==> src/rtl/mig_rw_sched_if.sv <==
// Client and MIG-controller bundle for mig_rw_sched.
// slave: scheduler side; master: clients + controllers side.
interface mig_rw_sched_if #(
  parameter int ADDR_W = 28,
  parameter int LEN_W  = 16
);
  logic              wr_client_req;
  logic [LEN_W-1:0]  wr_client_len;
  logic              wr_client_ack;
  logic              wr_client_done;
  logic              rd_client_req;
  logic [LEN_W-1:0]  rd_client_len;
  logic              rd_client_ack;
  logic              rd_client_done;
  logic              wr_req;
  logic [ADDR_W-1:0] wr_req_addr;
  logic [LEN_W-1:0]  wr_length;
  logic              wr_busy;
  logic              wr_done;
  logic              rd_req;
  logic [ADDR_W-1:0] rd_req_addr;
  logic [LEN_W-1:0]  rd_length;
  logic              rd_busy;
  logic              rd_done;
  logic [LEN_W:0]    fill_level;
  logic              sched_busy;

  modport slave (
    input  wr_client_req, wr_client_len,
    input  rd_client_req, rd_client_len,
    input  wr_busy, wr_done, rd_busy, rd_done,
    output wr_client_ack, wr_client_done,
    output rd_client_ack, rd_client_done,
    output wr_req, wr_req_addr, wr_length,
    output rd_req, rd_req_addr, rd_length,
    output fill_level, sched_busy
  );

  modport master (
    output wr_client_req, wr_client_len,
    output rd_client_req, rd_client_len,
    output wr_busy, wr_done, rd_busy, rd_done,
    input  wr_client_ack, wr_client_done,
    input  rd_client_ack, rd_client_done,
    input  wr_req, wr_req_addr, wr_length,
    input  rd_req, rd_req_addr, rd_length,
    input  fill_level, sched_busy
  );
endinterface

==> src/rtl/mig_rw_sched.sv <==
// Round-robin write/read burst scheduler over a circular DDR region.
// Ports: ui_clk, rst_n (async low), bus (mig_rw_sched_if.slave);
// init_calib_complete only with MIG_SCHED_CALIB_WAIT_EN defined.
module mig_rw_sched #(
  parameter int ADDR_W = 28,
  parameter int LEN_W  = 16,
  parameter logic [ADDR_W-1:0] BASE_ADDR = '0,
  parameter int DEPTH_BEATS = 65536,
  parameter int STRIDE = 8
) (
  input logic ui_clk,
  input logic rst_n,
`ifdef MIG_SCHED_CALIB_WAIT_EN
  input logic init_calib_complete,
`endif
  mig_rw_sched_if.slave bus
);

  typedef enum logic [2:0] {
    IDLE, WR_ISSUE, WR_WAIT, RD_ISSUE, RD_WAIT
  } state_t;

  localparam logic [LEN_W+1:0] DEPTH =
    (LEN_W+2)'(DEPTH_BEATS);
  localparam logic [ADDR_W-1:0] REGION =
    ADDR_W'(DEPTH_BEATS * STRIDE);

  state_t state, state_n;
  logic last_rd;
  logic [ADDR_W-1:0] wr_ptr, rd_ptr;
  logic [LEN_W:0] fill;
  logic [LEN_W+1:0] wr_sum;
  logic wr_ok, rd_ok, can_grant;
  logic gnt_wr, gnt_rd, wr_fin, rd_fin;

  // Bursts never straddle the end, so one subtract wraps.
  function automatic logic [ADDR_W-1:0] adv(
    input logic [ADDR_W-1:0] p,
    input logic [LEN_W-1:0] len
  );
    logic [ADDR_W-1:0] off;
    off = (p - BASE_ADDR)
        + ADDR_W'(len) * ADDR_W'(STRIDE);
    if (off >= REGION) off = off - REGION;
    return BASE_ADDR + off;
  endfunction

  assign bus.fill_level = fill;
  assign bus.sched_busy = (state != IDLE);

  always_comb begin
    wr_sum = (LEN_W+2)'(fill)
           + (LEN_W+2)'(bus.wr_client_len);
    wr_ok = bus.wr_client_req && (wr_sum <= DEPTH);
    rd_ok = bus.rd_client_req &&
      ((LEN_W+1)'(bus.rd_client_len) <= fill);
    // Ack-cycle block stops a zero-length client that is
    // still holding req from being granted twice.
    can_grant = !bus.wr_busy && !bus.rd_busy &&
      !bus.wr_client_ack && !bus.rd_client_ack;
`ifdef MIG_SCHED_CALIB_WAIT_EN
    can_grant = can_grant && init_calib_complete;
`endif
    gnt_wr  = 1'b0;
    gnt_rd  = 1'b0;
    wr_fin  = 1'b0;
    rd_fin  = 1'b0;
    state_n = state;
    unique case (state)
      IDLE: begin
        if (can_grant) begin
          if (wr_ok && (!rd_ok || last_rd)) gnt_wr = 1'b1;
          else if (rd_ok) gnt_rd = 1'b1;
          if (gnt_wr && bus.wr_client_len != '0)
            state_n = WR_ISSUE;
          if (gnt_rd && bus.rd_client_len != '0)
            state_n = RD_ISSUE;
        end
      end
      WR_ISSUE: state_n = WR_WAIT;
      WR_WAIT: if (bus.wr_done) begin
        wr_fin  = 1'b1;
        state_n = IDLE;
      end
      RD_ISSUE: state_n = RD_WAIT;
      RD_WAIT: if (bus.rd_done) begin
        rd_fin  = 1'b1;
        state_n = IDLE;
      end
      default: state_n = IDLE;
    endcase
  end

  always_ff @(posedge ui_clk or negedge rst_n) begin
    if (!rst_n) begin
      state              <= IDLE;
      last_rd            <= 1'b1;
      wr_ptr             <= BASE_ADDR;
      rd_ptr             <= BASE_ADDR;
      fill               <= '0;
      bus.wr_client_ack  <= 1'b0;
      bus.rd_client_ack  <= 1'b0;
      bus.wr_client_done <= 1'b0;
      bus.rd_client_done <= 1'b0;
      bus.wr_req         <= 1'b0;
      bus.rd_req         <= 1'b0;
      bus.wr_req_addr    <= '0;
      bus.rd_req_addr    <= '0;
      bus.wr_length      <= '0;
      bus.rd_length      <= '0;
    end else begin
      state              <= state_n;
      bus.wr_client_ack  <= gnt_wr;
      bus.rd_client_ack  <= gnt_rd;
      bus.wr_client_done <= wr_fin ||
        (gnt_wr && bus.wr_client_len == '0);
      bus.rd_client_done <= rd_fin ||
        (gnt_rd && bus.rd_client_len == '0);
      bus.wr_req         <= (state == WR_ISSUE);
      bus.rd_req         <= (state == RD_ISSUE);
      if (gnt_wr) begin
        last_rd         <= 1'b0;
        bus.wr_length   <= bus.wr_client_len;
        bus.wr_req_addr <= wr_ptr;
      end
      if (gnt_rd) begin
        last_rd         <= 1'b1;
        bus.rd_length   <= bus.rd_client_len;
        bus.rd_req_addr <= rd_ptr;
      end
      if (wr_fin) begin
        wr_ptr <= adv(wr_ptr, bus.wr_length);
        fill   <= fill + (LEN_W+1)'(bus.wr_length);
      end
      if (rd_fin) begin
        rd_ptr <= adv(rd_ptr, bus.rd_length);
        fill   <= fill - (LEN_W+1)'(bus.rd_length);
      end
    end
  end

endmodule
==> src/flat_wrapper.sv <==
// flat-port wrapper written by rule: the top's interface ports become plain ports
module mig_rw_sched_flat 
#(
  parameter int ADDR_W = 28,
  parameter int LEN_W  = 16,
  parameter logic [ADDR_W-1:0] BASE_ADDR = '0,
  parameter int DEPTH_BEATS = 65536,
  parameter int STRIDE = 8
)
  (ui_clk, rst_n, bus_wr_client_req, bus_wr_client_len, bus_rd_client_req, bus_rd_client_len, bus_wr_busy, bus_wr_done, bus_rd_busy, bus_rd_done, bus_wr_client_ack, bus_wr_client_done, bus_rd_client_ack, bus_rd_client_done, bus_wr_req, bus_wr_req_addr, bus_wr_length, bus_rd_req, bus_rd_req_addr, bus_rd_length, bus_fill_level, bus_sched_busy);
  mig_rw_sched_if #(.ADDR_W(ADDR_W), .LEN_W(LEN_W)) bus_i ();
  input logic ui_clk;
  input logic rst_n;
  input wire logic [$bits(bus_i.wr_client_req)-1:0] bus_wr_client_req;
  input wire logic [$bits(bus_i.wr_client_len)-1:0] bus_wr_client_len;
  input wire logic [$bits(bus_i.rd_client_req)-1:0] bus_rd_client_req;
  input wire logic [$bits(bus_i.rd_client_len)-1:0] bus_rd_client_len;
  input wire logic [$bits(bus_i.wr_busy)-1:0] bus_wr_busy;
  input wire logic [$bits(bus_i.wr_done)-1:0] bus_wr_done;
  input wire logic [$bits(bus_i.rd_busy)-1:0] bus_rd_busy;
  input wire logic [$bits(bus_i.rd_done)-1:0] bus_rd_done;
  output wire logic [$bits(bus_i.wr_client_ack)-1:0] bus_wr_client_ack;
  output wire logic [$bits(bus_i.wr_client_done)-1:0] bus_wr_client_done;
  output wire logic [$bits(bus_i.rd_client_ack)-1:0] bus_rd_client_ack;
  output wire logic [$bits(bus_i.rd_client_done)-1:0] bus_rd_client_done;
  output wire logic [$bits(bus_i.wr_req)-1:0] bus_wr_req;
  output wire logic [$bits(bus_i.wr_req_addr)-1:0] bus_wr_req_addr;
  output wire logic [$bits(bus_i.wr_length)-1:0] bus_wr_length;
  output wire logic [$bits(bus_i.rd_req)-1:0] bus_rd_req;
  output wire logic [$bits(bus_i.rd_req_addr)-1:0] bus_rd_req_addr;
  output wire logic [$bits(bus_i.rd_length)-1:0] bus_rd_length;
  output wire logic [$bits(bus_i.fill_level)-1:0] bus_fill_level;
  output wire logic [$bits(bus_i.sched_busy)-1:0] bus_sched_busy;
  assign bus_i.wr_client_req = bus_wr_client_req;
  assign bus_i.wr_client_len = bus_wr_client_len;
  assign bus_i.rd_client_req = bus_rd_client_req;
  assign bus_i.rd_client_len = bus_rd_client_len;
  assign bus_i.wr_busy = bus_wr_busy;
  assign bus_i.wr_done = bus_wr_done;
  assign bus_i.rd_busy = bus_rd_busy;
  assign bus_i.rd_done = bus_rd_done;
  assign bus_wr_client_ack = bus_i.wr_client_ack;
  assign bus_wr_client_done = bus_i.wr_client_done;
  assign bus_rd_client_ack = bus_i.rd_client_ack;
  assign bus_rd_client_done = bus_i.rd_client_done;
  assign bus_wr_req = bus_i.wr_req;
  assign bus_wr_req_addr = bus_i.wr_req_addr;
  assign bus_wr_length = bus_i.wr_length;
  assign bus_rd_req = bus_i.rd_req;
  assign bus_rd_req_addr = bus_i.rd_req_addr;
  assign bus_rd_length = bus_i.rd_length;
  assign bus_fill_level = bus_i.fill_level;
  assign bus_sched_busy = bus_i.sched_busy;
  mig_rw_sched #(.ADDR_W(ADDR_W), .LEN_W(LEN_W), .BASE_ADDR(BASE_ADDR), .DEPTH_BEATS(DEPTH_BEATS), .STRIDE(STRIDE)) u_core (.ui_clk(ui_clk), .rst_n(rst_n), .bus(bus_i));
endmodule
==> config.mk <==
export PLATFORM = sky130hd
export DESIGN_NAME = mig_rw_sched_flat
export DESIGN_NICKNAME = d
export VERILOG_FILES = /design/src/rtl/mig_rw_sched_if.sv /design/src/rtl/mig_rw_sched.sv /design/src/flat_wrapper.sv
export SDC_FILE = /design/constraint.sdc
export NUM_CORES = 1
export LEC_CHECK = 0
export ABC_AREA = 1
export BUFFER_PORTS_ARGS = -buffer_cell sky130_fd_sc_hd__buf_2
export CAP_MARGIN = 20
export CORE_AREA = 2 2 143 145
export CTS_CLUSTER_SIZE = 14
export DETAILED_ROUTE_END_ITERATION = 8
export DIE_AREA = 0 0 145 147
export HOLD_SLACK_MARGIN = 0.06
export MAX_ROUTING_LAYER = met4
export PLACE_DENSITY = 0.81
export SLEW_MARGIN = 0
export SYNTH_ARGS = -nofsm -noshare
export SYNTH_HDL_FRONTEND = slang
export SYNTH_SLANG_ARGS = --single-unit
==> constraint.sdc <==
create_clock -name ui_clk -period 9.8 [get_ports ui_clk]
set_input_delay 1.47 -clock ui_clk [delete_from_list [all_inputs] [get_ports ui_clk]]
set_output_delay 1.47 -clock ui_clk [all_outputs]
set_load 0.01 [all_outputs]
Yosys cells after proc, flatten, opt, wreduce, memory -nomap -nowiden
Index checks and enable logic that the tools add are counted.

cells by class
  mux-type cells = 27
  add/sub/neg operators = 7
  reduce and logical (&&, ||, !) cells = 27
  $lt $le $gt $ge = 4
  equal/unequal tests = 8

operators with widths
  kind                                                                      number
  28-bit by 19-bit adder with 28-bit output                                 2
  28-bit by 20-bit >= comparator with 1-bit output (second input constant)  2
  28-bit 2-to-1 mux                                                         2
  28-bit by 20-bit subtractor with 28-bit output (second input constant)    2
  17-bit 2-to-1 mux                                                         2
  16-bit logical NOT                                                        2
  16-bit nonzero test                                                       2
  17-bit by 16-bit adder with 18-bit output                                 1
  18-bit by 17-bit <= comparator with 1-bit output (second input constant)  1
  17-bit by 16-bit adder with 17-bit output                                 1
  16-bit by 17-bit <= comparator with 1-bit output                          1
  1-bit 2-to-1 mux                                                          17
  17-bit by 16-bit subtractor with 17-bit output                            1
  3-bit 2-to-1 mux                                                          5
  3-bit one-hot mux with 5 select lines                                     1
  1-bit logical AND                                                         10
  3-bit by 2-bit equality test with 1-bit output (second input constant)    2
  1-bit logical NOT                                                         5
  2-bit inequality test (second input constant)                             2
  4-bit AND reduction                                                       1
  2-bit nonzero test                                                        2
  3-bit by 1-bit equality test with 1-bit output (second input constant)    1
  3-bit equality test (second input constant)                               1
  3-bit logical NOT                                                         1
  other kinds (4)                                                           6

storage, ports and cells
  output and inout port bits = 112
  input bits = 40
  word-level logic and storage cells = 88
  flip-flop bits (word level) = 171

Depth between registers and ports, before layout
Gate-level depths: netlist (run 1).

  depth after elaboration = 13
  depth in mapped cells = 24
  gate-level depth less buffers = 24

Least setup slack after synthesis (run 1)
OpenSTA, ideal clock, no wires.

  path kind = in2reg
  from = input port bus_rd_done
  to = register u_core.fill[16] (netlist: u_core.bus.fill_level[16])
  stages = 19
  path buffers = 1
  setup slack = 5732 ps
  setup time = 65 ps
  data arrival time = 4003 ps
  data required time = 9735 ps
  cells stage by stage = nand3_1 clkinv_1 buf_2 o21ai_0 ha_1 inv_1 fa_1 nand3_1 nand2_1 a21oi_1 o21ai_0 a21boi_0 o21ai_0 nand3_1 nor2_1 nor2_1 xor2_1 nand2_1 nand2_1

on the way
  word-level cells in the longest chain between the ends = 3
  elaborated cells on any way between the ends = 4
  those cells by class = 3 x mux; 1 x reduce/logical

ends and longest elaborated chain
  what                                                            line                 source
  from (decl)                                                     flat_wrapper.sv:21   input wire logic [$bits(bus_i.rd_done)-1:0] bus_rd_done;
  1-bit 2-to-1 mux (*)                                            mig_rw_sched.sv:86   RD_WAIT: if (bus.rd_done) begin
  1-bit 2-to-1 mux (*)                                            mig_rw_sched.sv:69   unique case (state)
  17-bit 2-to-1 mux / 2-bit nonzero test (equally long branches)  --
  to (signal assigned)                                            mig_rw_sched.sv:133  fill <= fill + (LEN_W+1)'(bus.wr_length);
  to (signal assigned)                                            mig_rw_sched.sv:137  fill <= fill - (LEN_W+1)'(bus.rd_length);
  to (decl)                                                       mig_rw_sched.sv:31   logic [LEN_W:0] fill;

Mark *: on every way between the ends. The rest lies on a longest branch, timed or not.
A chain may end at the register's enable or synchronous reset.

Worst setup path after layout (run 1)
  from = input port bus_rd_done
  to = register u_core.fill[14] (netlist: u_core.bus.fill_level[14])

The elaborated chain is that of the path after synthesis.

==> run metrics, run 1 <==
ys flop type dfrtp_1; row cnt 52; Post-synth EDFFs 0; worst-path fanout max 60; multi-input logic area 0.00668 sq mm; layout cell share with drive strength beyond 1 14.5%; Ant. Diodes 0; Setup violations, final 0; syn avg cell area between 7 and 8 sq um; clock tree buffer depth 2; wire length of the first global-routing pass 53.0 mm; Die Span Y about 150 um; setup TNS 0 ns; fill count ~1800; Iter 0 DRT Violations ~840; critical path data arrival time roughly 5.5 ns; Register Area around 0.0040 sq mm; Port Buf Inserts between 100 and 150; Worst-Margin Slew 0.769 ns; count of cell types in the netlist 63; Final #Nets roughly 1900; combinational family with the most area after synthesis simple AND/OR/NAND/NOR gates; Yosys warnings 0; DRC Markers 0; Max Clk Rate between 0.15 and 0.2 GHz; hold_buf cts 0; Worst VDD drop approximately 0.18 mV; Max Cap Violations 0; Slew Limit Headroom approximately half; register area share after synthesis 34.3%; top cells by area, synth dfrtp_1, nand2_1, ha_1, inv_1, o21ai_0; drt total wl 32.9 mm; Final GP Congestion 0.979; flops & latches, synth between 150 and 200; area fraction in compound gates after synthesis about 11%; all-layer global routing usage between 30% and 40%; CTS Buf Count 17; asr flop ratio synth 100%; postcts setup bufs 0; final hold vios 0; Data required, critical path 10.09 ns; Die ar. between 0.02 and 0.025 sq mm; vias in the first global route roughly 11000; mux share of post-synthesis cell area 0%; RSZ-0062 raised after global routing false; crit start category input pin; Final HPWL DP 25.4 mm; worst hold path class reg2reg; die span in x between 100 and 150 um; Core Area 0.0198 sq mm; min Tclk post-route 5.23 ns; status completed; CP Class in2reg; Netlist Area Pre-Place between 0.01 and 0.015 sq mm; Root Buffer clkbuf_16; xor and xnor area share after synthesis a little under 5%; Vias about 11000; crit end category flop; Initial DRT Pass Iterations 5; PwrDens between 300 and 400 mW/mm^2; Pleak between 7 and 8 nW; area grow syn2layout 12.7%; htree depth 4; GRT overflow 0; largest net degree at the start of global routing 83; Post-DRT Antenna Nets 0; Via density 5.48; simple-gate portion of the synthesized area a little under a third; fin crit share 53.3%; initial core utilization between 50% and 60%; share of the synthesized area in the top cell type 34.0%; initial antenna violation count 0; Slew Limit Fails 0; TritonCTS clock tree yes; fin area 0.0131 sq mm; cells after synthesis ~1600; post-CTS sizing 0; # clock sinks ~160; cell taking the most area after synthesis dfrtp_1; Clock Latency Late Sink around 0.44 ns; Clk pin slew, worst setup/hold paths roughly 0.060 ns; io pins 152; adder-cell share of the synthesized area about 9.8%; DP Area approximately 0.012 sq mm; Setup Skew 0.0114 ns; WL/cell 16.2 um
-- cells in the final DEF (no fill, tap or decap), types with 3 or more instances in the layout --
| cell type | n |
|---|---|
| nand2_1 | 555 |
| inv_1 | 186 |
| dfrtp_1 | 158 |
| buf_2 | 144 |
| o21ai_0 | 105 |
| nor2_1 | 92 |
| ha_1 | 85 |
| nand3_1 | 83 |
| a21oi_1 | 67 |
| xor2_1 | 31 |
| o21ai_1 | 28 |
| nand4_1 | 26 |
| xnor2_1 | 18 |
| clkbuf_16 | 17 |
| nor4_1 | 14 |
| nor3_1 | 13 |
| nand2_2 | 10 |
| nand3_2 | 9 |
| inv_2 | 9 |
| nand3b_1 | 8 |
| nor2_2 | 7 |
| conb_1 | 6 |
| xor2_2 | 5 |
| o21ai_2 | 5 |
| clkinv_4 | 5 |
| nor3_2 | 4 |
| a21o_1 | 4 |
| fa_1 | 4 |
| clkinv_2 | 4 |
| a21boi_0 | 3 |
| nand2_4 | 3 |
| o21bai_1 | 3 |
| or2_2 | 3 |
| buf_4 | 3 |
-- stage by stage --
step | setup WS, ns | hold slack (ns) | util [%] | cells | total power [mW]
2_1_floorplan | 5.73 | 0.449 | - | 1619 | 3.22
3_3_place_gp | 4.33 | 0.458 | 63.0 | 1999 | 3.97
3_5_place_dp | 4.12 | 0.460 | 63.0 | 1999 | 4.04
4_1_cts | 4.60 | 0.477 | 65.8 | 2031 | 4.70
5_1_grt | 4.28 | 0.500 | 66.0 | 2032 | 5.15
6_report | 4.57 | 0.478 | 66.0 | 2032 | 4.73
-- synth_stat cells (all sizes together) (2+ instances only) --
cell    instances
a21boi          5
a21o            4
a21oi          70
and2            6
buf            25
clkbuf         13
dfrtp         158
fa              4
ha             85
inv           196
nand2         568
nand2b          2
nand3          94
nand3b          8
nand4          28
nor2          101
nor3           18
nor4           15
o211ai          2
o21a            2
o21ai         138
o21bai          3
o22ai           2
or2             3
xnor2          18
xor2           38
-- worst max-delay path, cell delays in order --
cell	delay [ns]
buf_2	0.11
nand3_2	0.06
buf_4	0.47
clkinv_1	0.79
o21ai_0	0.46
ha_1	0.22
inv_1	0.07
fa_1	0.40
nand3_1	0.09
nand2_1	0.09
a21oi_1	0.22
o21ai_0	0.16
a21boi_0	0.24
o21ai_0	0.16
nand3_1	0.12
nand2_1	0.07
xor2_1	0.14
nand2_1	0.05
o21ai_0	0.10
-- cell families after synthesis --
group,count (synthesis)
simple gates,845
compound gates,229
fa+ha+maj,89
xor+xnor,56
buf+inv,235
flops,159
other cells,1
-- report_power, final --
group	internal [mW]	switching [mW]
Combinational	1.05	1.80
Sequential	0.908	0.329
Clock	0.364	0.281
-- area by class of cell --
cell class                 instances  share of cell area [%]
clock buffer                      20                    3.49
clock inverter                    12                   0.860
inverter                         197                    5.67
multi-input combinational       1225                    51.0
sequential                       159                    30.4
tap                              270                    2.58
timing repair buffer             149                    5.97
-- layer usage --
layer	up-vias	share of wire, %	global-route usage, %	wire [um]
li1	5466	-	-	-
met1	5188	43	41.0	14000
met2	403	48	53.0	15800
met3	69	6.5	4.16	2130
met4	0	3.0	11.4	972
met5	-	0	-	0
-- registers in the layout (all words and copies together), names as in the netlist --
| name | count |
|---|---|
| u_core.bus.rd_req_addr | 25 |
| u_core.bus.wr_req_addr | 25 |
| u_core.rd_ptr | 25 |
| u_core.wr_ptr | 25 |
| u_core.bus.fill_level | 17 |
| u_core.bus.rd_length | 16 |
| u_core.bus.wr_length | 16 |
| u_core.state | 3 |
| u_core.bus.rd_client_ack | 1 |
| u_core.bus.rd_client_done | 1 |
| u_core.bus.rd_req | 1 |
| u_core.bus.wr_client_ack | 1 |
| u_core.bus.wr_client_done | 1 |
| u_core.bus.wr_req | 1 |
| u_core.last_rd | 1 |
-- worst paths after layout --
path	start	end	slack, ns	cells after the start
setup / recovery	bus_rd_done	u_core.bus.fill_level[14]	4.57	19
hold / removal	u_core.bus.wr_req_addr[16]	u_core.bus.wr_req_addr[16]	0.48	2
setup reg to reg	u_core.state[1]	u_core.bus.fill_level[14]	5.23	19
hold reg to reg	u_core.bus.wr_req_addr[16]	u_core.bus.wr_req_addr[16]	0.48	2
max in group asynchronous	rst_n	u_core.bus.rd_req_addr[24]	7.55	3
min in group asynchronous	rst_n	u_core.bus.wr_req_addr[14]	1.07	1
No activity file was read; power rests on OpenSTA's default activity.
==> run 2: changes to the inputs <==
CORE_AREA = 2 2 144 146   (was 2 2 143 145)
DIE_AREA = 0 0 146 148   (was 0 0 145 147)
PLACE_DENSITY = 0.8   (was 0.81)
clock period = 5.1 ns   (was 9.8 ns; I/O delays follow)
==> run metrics, run 2 (synthesis results as in run 1) <==
Die Span Y roughly 150 um; Initial DRT Pass Iterations 5; Sw Pwr between 4 and 5 mW; initial core utilization a little under 60%; Port Buf Inserts 145; Finished Layout Cells 2033; status completed; GRT overflow 0; Slew Limit Headroom about 50%; DP Area about 0.013 sq mm; Iter 0 DRT Violations approximately 1000; commonest non-fill, non-tap cell in the layout nand2_1; area grow syn2layout 12.6%; Final HPWL DP 26.2 mm; hold_buf cts 0; crit end category flop; layout cell share with drive strength beyond 1 roughly 15%; DRC Markers 0; Data required, critical path between 5 and 6 ns; total power between 9 and 10 mW; Clock Latency Late Sink ~0.44 ns; Gate power share approximately three fifths; CP max stage delay roughly 0.47 ns; crit start category flop; Worst Path Buf+Inv 1; Vias approximately 11000; Die ar. between 0.02 and 0.025 sq mm; Core Area 0.0200 sq mm; # clock sinks around 160; Worst-Margin Slew around 0.74 ns; Max Cap Violations 0; Sw Share 51.1%; fin area between 0.01 and 0.015 sq mm; placed insts ~2000; Worst VDD drop 0.339 mV; Pleak 7.20 nW; setup TNS 0 ns; worst-path fanout max 4; critical path data arrival time 4.37 ns; CTS Buf Count 17; PwrDens between 600 and 700 mW/mm^2; postcts setup bufs 0; htree depth 4; Ant. Diodes 0; clock network fraction of total power a little over an eighth; worst hold margin around 0.35 ns; wire length of the first global-routing pass ~54 mm; r2r worst-path depth 22; Root Buffer clkbuf_16; Slew Limit Fails 0; CP Class reg2reg; WL/cell ~16 um; Clk pin slew, worst setup/hold paths 0.07 ns; all-layer global routing usage 32.6%; part of the power in registers about a quarter; die span in x between 100 and 150 um; fin crit share between 70% and 80%; initial antenna violation count 0; final hold vios 0; commonest cells after routing, fill and taps aside nand2_1, inv_1, dfrtp_1, buf_2, o21ai_0; most used cell, CP nor2_1; fill count approximately 1800; row cnt 52; Max Clk Rate 0.245 GHz; Post-DRT Antenna Nets 0; Setup Skew approximately 0.013 ns; Final #Nets about 1900; Setup violations, final 0; Via density approximately 5.5; post-CTS sizing 0; crit-path cells inv_1 -> ha_1 -> nor3b_1 -> nand4_1 -> nor2_1 -> nand2_1 -> nor2_1 -> nand2_1 -> nor2_1 -> nand2_1 -> nor2_1 -> nor2_1 -> o21ai_0 -> o21ai_0 -> ha_1 -> a21oi_1 -> o31ai_1 -> a21oi_1 -> nand2_1 -> or2_2 -> nand3_1 -> o21ai_0; Final GP Congestion around 1.1; CP delay by family, top simple AND/OR/NAND/NOR gates; P_int about 4.5 mW; worst hold path class in2async; drt total wl between 30 and 40 mm; min Tclk post-route roughly 4.1 ns; RSZ-0062 raised after global routing false; vias in the first global route 10478; Crit-path slowest cell dfrtp_1; clock tree buffer depth 2; TritonCTS clock tree yes; io pins approximately 150; largest net degree at the start of global routing 78; Crit. path cell count 22
-- run 2: per-layer routing --
metal / global-route usage, % / part of all wire, % / up-vias
met5: - / 0 / -
met4: 10.2 / 2.8 / 0
met3: 4.48 / 6.8 / 64
met2: 53.4 / 48 / 451
met1: 42.3 / 42 / 5182
li1: - / - / 5477
-- run 2: power by group through the flow --
stage | Clock, mW | Sequential [mW] | Combinational, mW
final | 1.25 | 2.38 | 5.53
after global placement | 0 | 2.37 | 5.31
after global routing | 1.31 | 2.43 | 6.21
after detailed placement | 0 | 2.37 | 5.43
after floorplan | 0 | 2.28 | 3.91
after CTS | 1.26 | 2.35 | 5.47
-- run 2: worst paths after layout --
kind | startpoint | to | slack [ns]
min in group ui_clk | u_core.bus.rd_req_addr[7] | u_core.bus.rd_req_addr[7] | 0.48
worst max register to register | u_core.bus.wr_length[0] | u_core.bus.fill_level[15] | 1.03
worst min register to register | u_core.bus.rd_req_addr[7] | u_core.bus.rd_req_addr[7] | 0.48
worst min-delay path | rst_n | u_core.bus.wr_req_addr[12] | 0.35
max in group asynchronous | rst_n | u_core.bus.rd_req_addr[27] | 3.69
worst max-delay path | u_core.bus.wr_length[0] | u_core.bus.fill_level[15] | 1.03
-- run 2: metrics by stage --
step,setup slack [ns],util (%)
finish,1.03,65.3
global route,0.648,65.3
CTS,1.09,65.3
detailed placement,1.06,62.4
global placement,1.08,62.4
floorplan,1.74,-
-- run 2: cell type report --
type / instances / area (sq um) / share of cell area, %
Clock inverter: 11 / 104 / 0.794
Timing Repair Buffer: 150 / 769 / 5.88
Tap cell: 270 / 338 / 2.58
Inverter: 197 / 742 / 5.67
Sequential cell: 159 / 3980 / 30.4
Clock buffer: 21 / 470 / 3.60
Multi-Input combinational cell: 1225 / 6680 / 51.1
-- run 2: worst reg2reg max path: stages, from the launching register on --
cell and delay (ns):
dfrtp_1 0.47, inv_1 0.21, ha_1 0.22, nor3b_1 0.36
nand4_1 0.17, nor2_1 0.16, nand2_1 0.11, nor2_1 0.09
nand2_1 0.07, nor2_1 0.15, nand2_1 0.09, nor2_1 0.13
nor2_1 0.05, o21ai_0 0.27, o21ai_0 0.18, ha_1 0.37
a21oi_1 0.15, o31ai_1 0.08, a21oi_1 0.12, nand2_1 0.08
or2_2 0.27, nand3_1 0.06, o21ai_0 0.10
==> run 3: changes to the inputs <==
ABC_AREA = 0   (was 1)
CORE_AREA = 2 2 142 144   (was 2 2 144 146)
DIE_AREA = 0 0 144 146   (was 0 0 146 148)
PLACE_DENSITY = 0.81   (was 0.8)
clock period = 4 ns   (was 5.1 ns; I/O delays follow)
==> run metrics, run 3 <==
CP Class reg2reg; min Tclk post-route about 4.1 ns; final design utilization between 70% and 80%; Pleak approximately 7.2 nW; DRC Markers 0; Final GP Congestion ~0.98; status complete, but fails checks; final hold vios 0; count of cell types in the netlist 97; Slew Limit Headroom 29.9%; fin worst setup slack -0.101 ns; Post-synth EDFFs 0; Clk pin slew, worst setup/hold paths approximately 0.07 ns; top cells by area, synth dfrtp_1, ha_1, mux2_1, nand2_1, o21ai_0; fin crit share 103%; row cnt 51; Setup Skew about 0.011 ns; Vias approximately 11000; Reg-to-Reg End u_core.rd_ptr[25]; worst hold margin 0.222 ns; GRT overflow 0; cell taking the most area after synthesis dfrtp_1; Finished Layout Cells about 1800; most instantiated cells after synthesis dfrtp_1, nand2_1, nor2_1, ha_1, o21ai_0; failing checks negative setup slack; Die ar. between 0.02 and 0.025 sq mm; Yosys warnings 0; htree depth 4; initial antenna violation count 1; mux share of post-synthesis cell area about a tenth; wire length of the first global-routing pass approximately 53 mm; crit start category flop; commonest non-fill, non-tap cell in the layout dfrtp_1; flops & latches, synth 159; io pins between 150 and 200; cells after synthesis ~1200; syn avg cell area approximately 9.2 sq um; TritonCTS clock tree yes; clock tree buffer depth 2; Via density slightly above 6; Root Buffer clkbuf_16; critical path data arrival time 4.41 ns; Worst VDD drop about 0.52 mV; r2r worst-path depth 19; multi-input logic area slightly above 0.007 sq mm; Final HPWL DP between 20 and 30 mm; worst-path fanout max 8; Iter 0 DRT Violations approximately 1000; Clock Latency Late Sink about 0.44 ns; WL/cell 19.5 um; Slew Limit Fails 0; RSZ-0062 raised after global routing true; CTS Buf Count 17; asr flop ratio synth 100%; register area share after synthesis a little over a third; simple-gate portion of the synthesized area 18.1%; Worst-Margin Slew roughly 1.0 ns; share of the synthesized area in the top cell type between 30% and 40%; pre-CTS WS -0.206 ns; all-layer global routing usage 33.4%; Initial DRT Pass Iterations 6; initial core utilization a little under 60%; worst reg2reg startpoint u_core.rd_ptr[4]; Final #Nets between 1500 and 2000; area fraction in compound gates after synthesis about 17%; Core Area between 0.015 and 0.02 sq mm; area grow syn2layout 26.3%; Data required, critical path 4.31 ns; Die Span Y approximately 150 um; commonest cells after routing, fill and taps aside dfrtp_1, buf_4, buf_2, nand2_1, nor2_1; # clock sinks between 150 and 200; die span in x 144 um; adder-cell share of the synthesized area roughly a tenth; PwrDens between 900 and 1000 mW/mm^2; Max Cap Violations 0; count leader, synth dfrtp_1; drt total wl 34.8 mm; vias in the first global route 10315; Post-DRT Antenna Nets 0; crit end category flop; largest net degree at the start of global routing 93; R2R Setup Slk -0.10 ns; fill count 1341; ys flop type dfrtp_1; worst hold path class in2async; layout cell share with drive strength beyond 1 between 20% and 30%; Netlist Area Pre-Place approximately 0.011 sq mm; combinational family with the most area after synthesis simple AND/OR/NAND/NOR gates; Max Clk Rate around 0.24 GHz; xor and xnor area share after synthesis 5.39%; placed insts between 1500 and 2000; total power around 13 mW; Setup violations, final 7; Port Buf Inserts about 150; Register Area around 0.0040 sq mm
## run 3: cell count changes after synthesis, moves of 12 or more
cell	change
nor3_1	+15
mux2i_1	+12
o21ai_0	-21
mux2_1	+76
o21ai_1	-23
nand2_1	-415
a21o_1	+23
clkbuf_1	+19
nand3_1	-54
nand4_1	-13
inv_1	-135
xnor2_1	+15
and3_1	+14
## run 3: report_power, final
part	internal [mW]	total, mW	switching [mW]
Clock	1.01	1.72	0.709
Sequential	2.26	2.93	0.664
Combinational	3.94	8.72	4.78
## run 3: cell type report
cell class	instances	area share, %
antenna	1	0.0174
clock buffer	18	3.05
clock inverter	14	1.25
inverter	51	1.33
multi-input combinational	973	50.4
sequential	159	27.7
tap	265	2.31
timing repair buffer	306	13.9
## run 3: repair_timing
| item | in CTS | in global routing |
|---|---|---|
| hold buffers | 0 | 0 |
| setup buffers | 11 | 10 |
| pin swaps | 7 | 21 |
| setup endpoints to repair | 11 | 78 |
| cloned | 0 | 0 |
| resized for setup | 15 | 41 |
## run 3: cell families (layout without fill, tap and decap cells)
kind of cell | Yosys count | after routing
AOI/OAI and AO/OA | 294 | 294
xor gates and xnor gates | 70 | 70
DFF | 159 | 159
other | 1 | 7
buffers and inverters | 107 | 389
and+or+nand+nor | 414 | 414
muxes | 100 | 100
adders and majority gates | 89 | 89
## run 3: worst max-delay path by stage
stage	cells past startpoint	slack [ns]	startpoint	to
5_1_grt	18	-0.30	u_core.bus.rd_length[1]	u_core.rd_ptr[25]
2_1_floorplan	20	0.0007	u_core.bus.rd_length[1]	u_core.rd_ptr[25]
3_3_place_gp	19	-0.1	u_core.bus.rd_length[0]	u_core.rd_ptr[25]
4_1_cts	19	-0.07	u_core.bus.rd_length[0]	u_core.rd_ptr[25]
3_5_place_dp	19	-0.21	u_core.bus.rd_length[0]	u_core.rd_ptr[25]
6_report	19	-0.10	u_core.rd_ptr[4]	u_core.rd_ptr[25]
## run 3: critical path, stage by stage (launching register included)
cell and delay, ns:
dfrtp_1 0.39, buf_4 0.15, inv_1 0.08, fa_2 0.39, nand2b_4 0.17, a211oi_4 0.25, o211a_4 0.22, a21oi_4 0.06
or2_4 0.25, xnor2_2 0.15, ha_2 0.20, and4b_1 0.22, nand3_2 0.10, nor4_4 0.15, nand4_1 0.13, or4_4 0.47
nand4b_4 0.17, nor4b_4 0.23, o21ai_2 0.08, xnor2_1 0.12
## run 3: routing by layer
metal / up-vias / global-route usage (%) / share of wire (%)
met4: 0 / 15.5 / 4.8
met2: 558 / 52.7 / 47
met1: 5287 / 42.3 / 41
li1: 5012 / - / -
met5: - / - / 0
met3: 115 / 4.71 / 7.4
## run 3: stage by stage
step                TNS (ns)  area, sq um
floorplan                  0        11500
CTS                   -0.105        14100
finish                -0.266        14400
detailed placement     -1.25        13300
global route           -2.09        14400
global placement       -2.99        13300
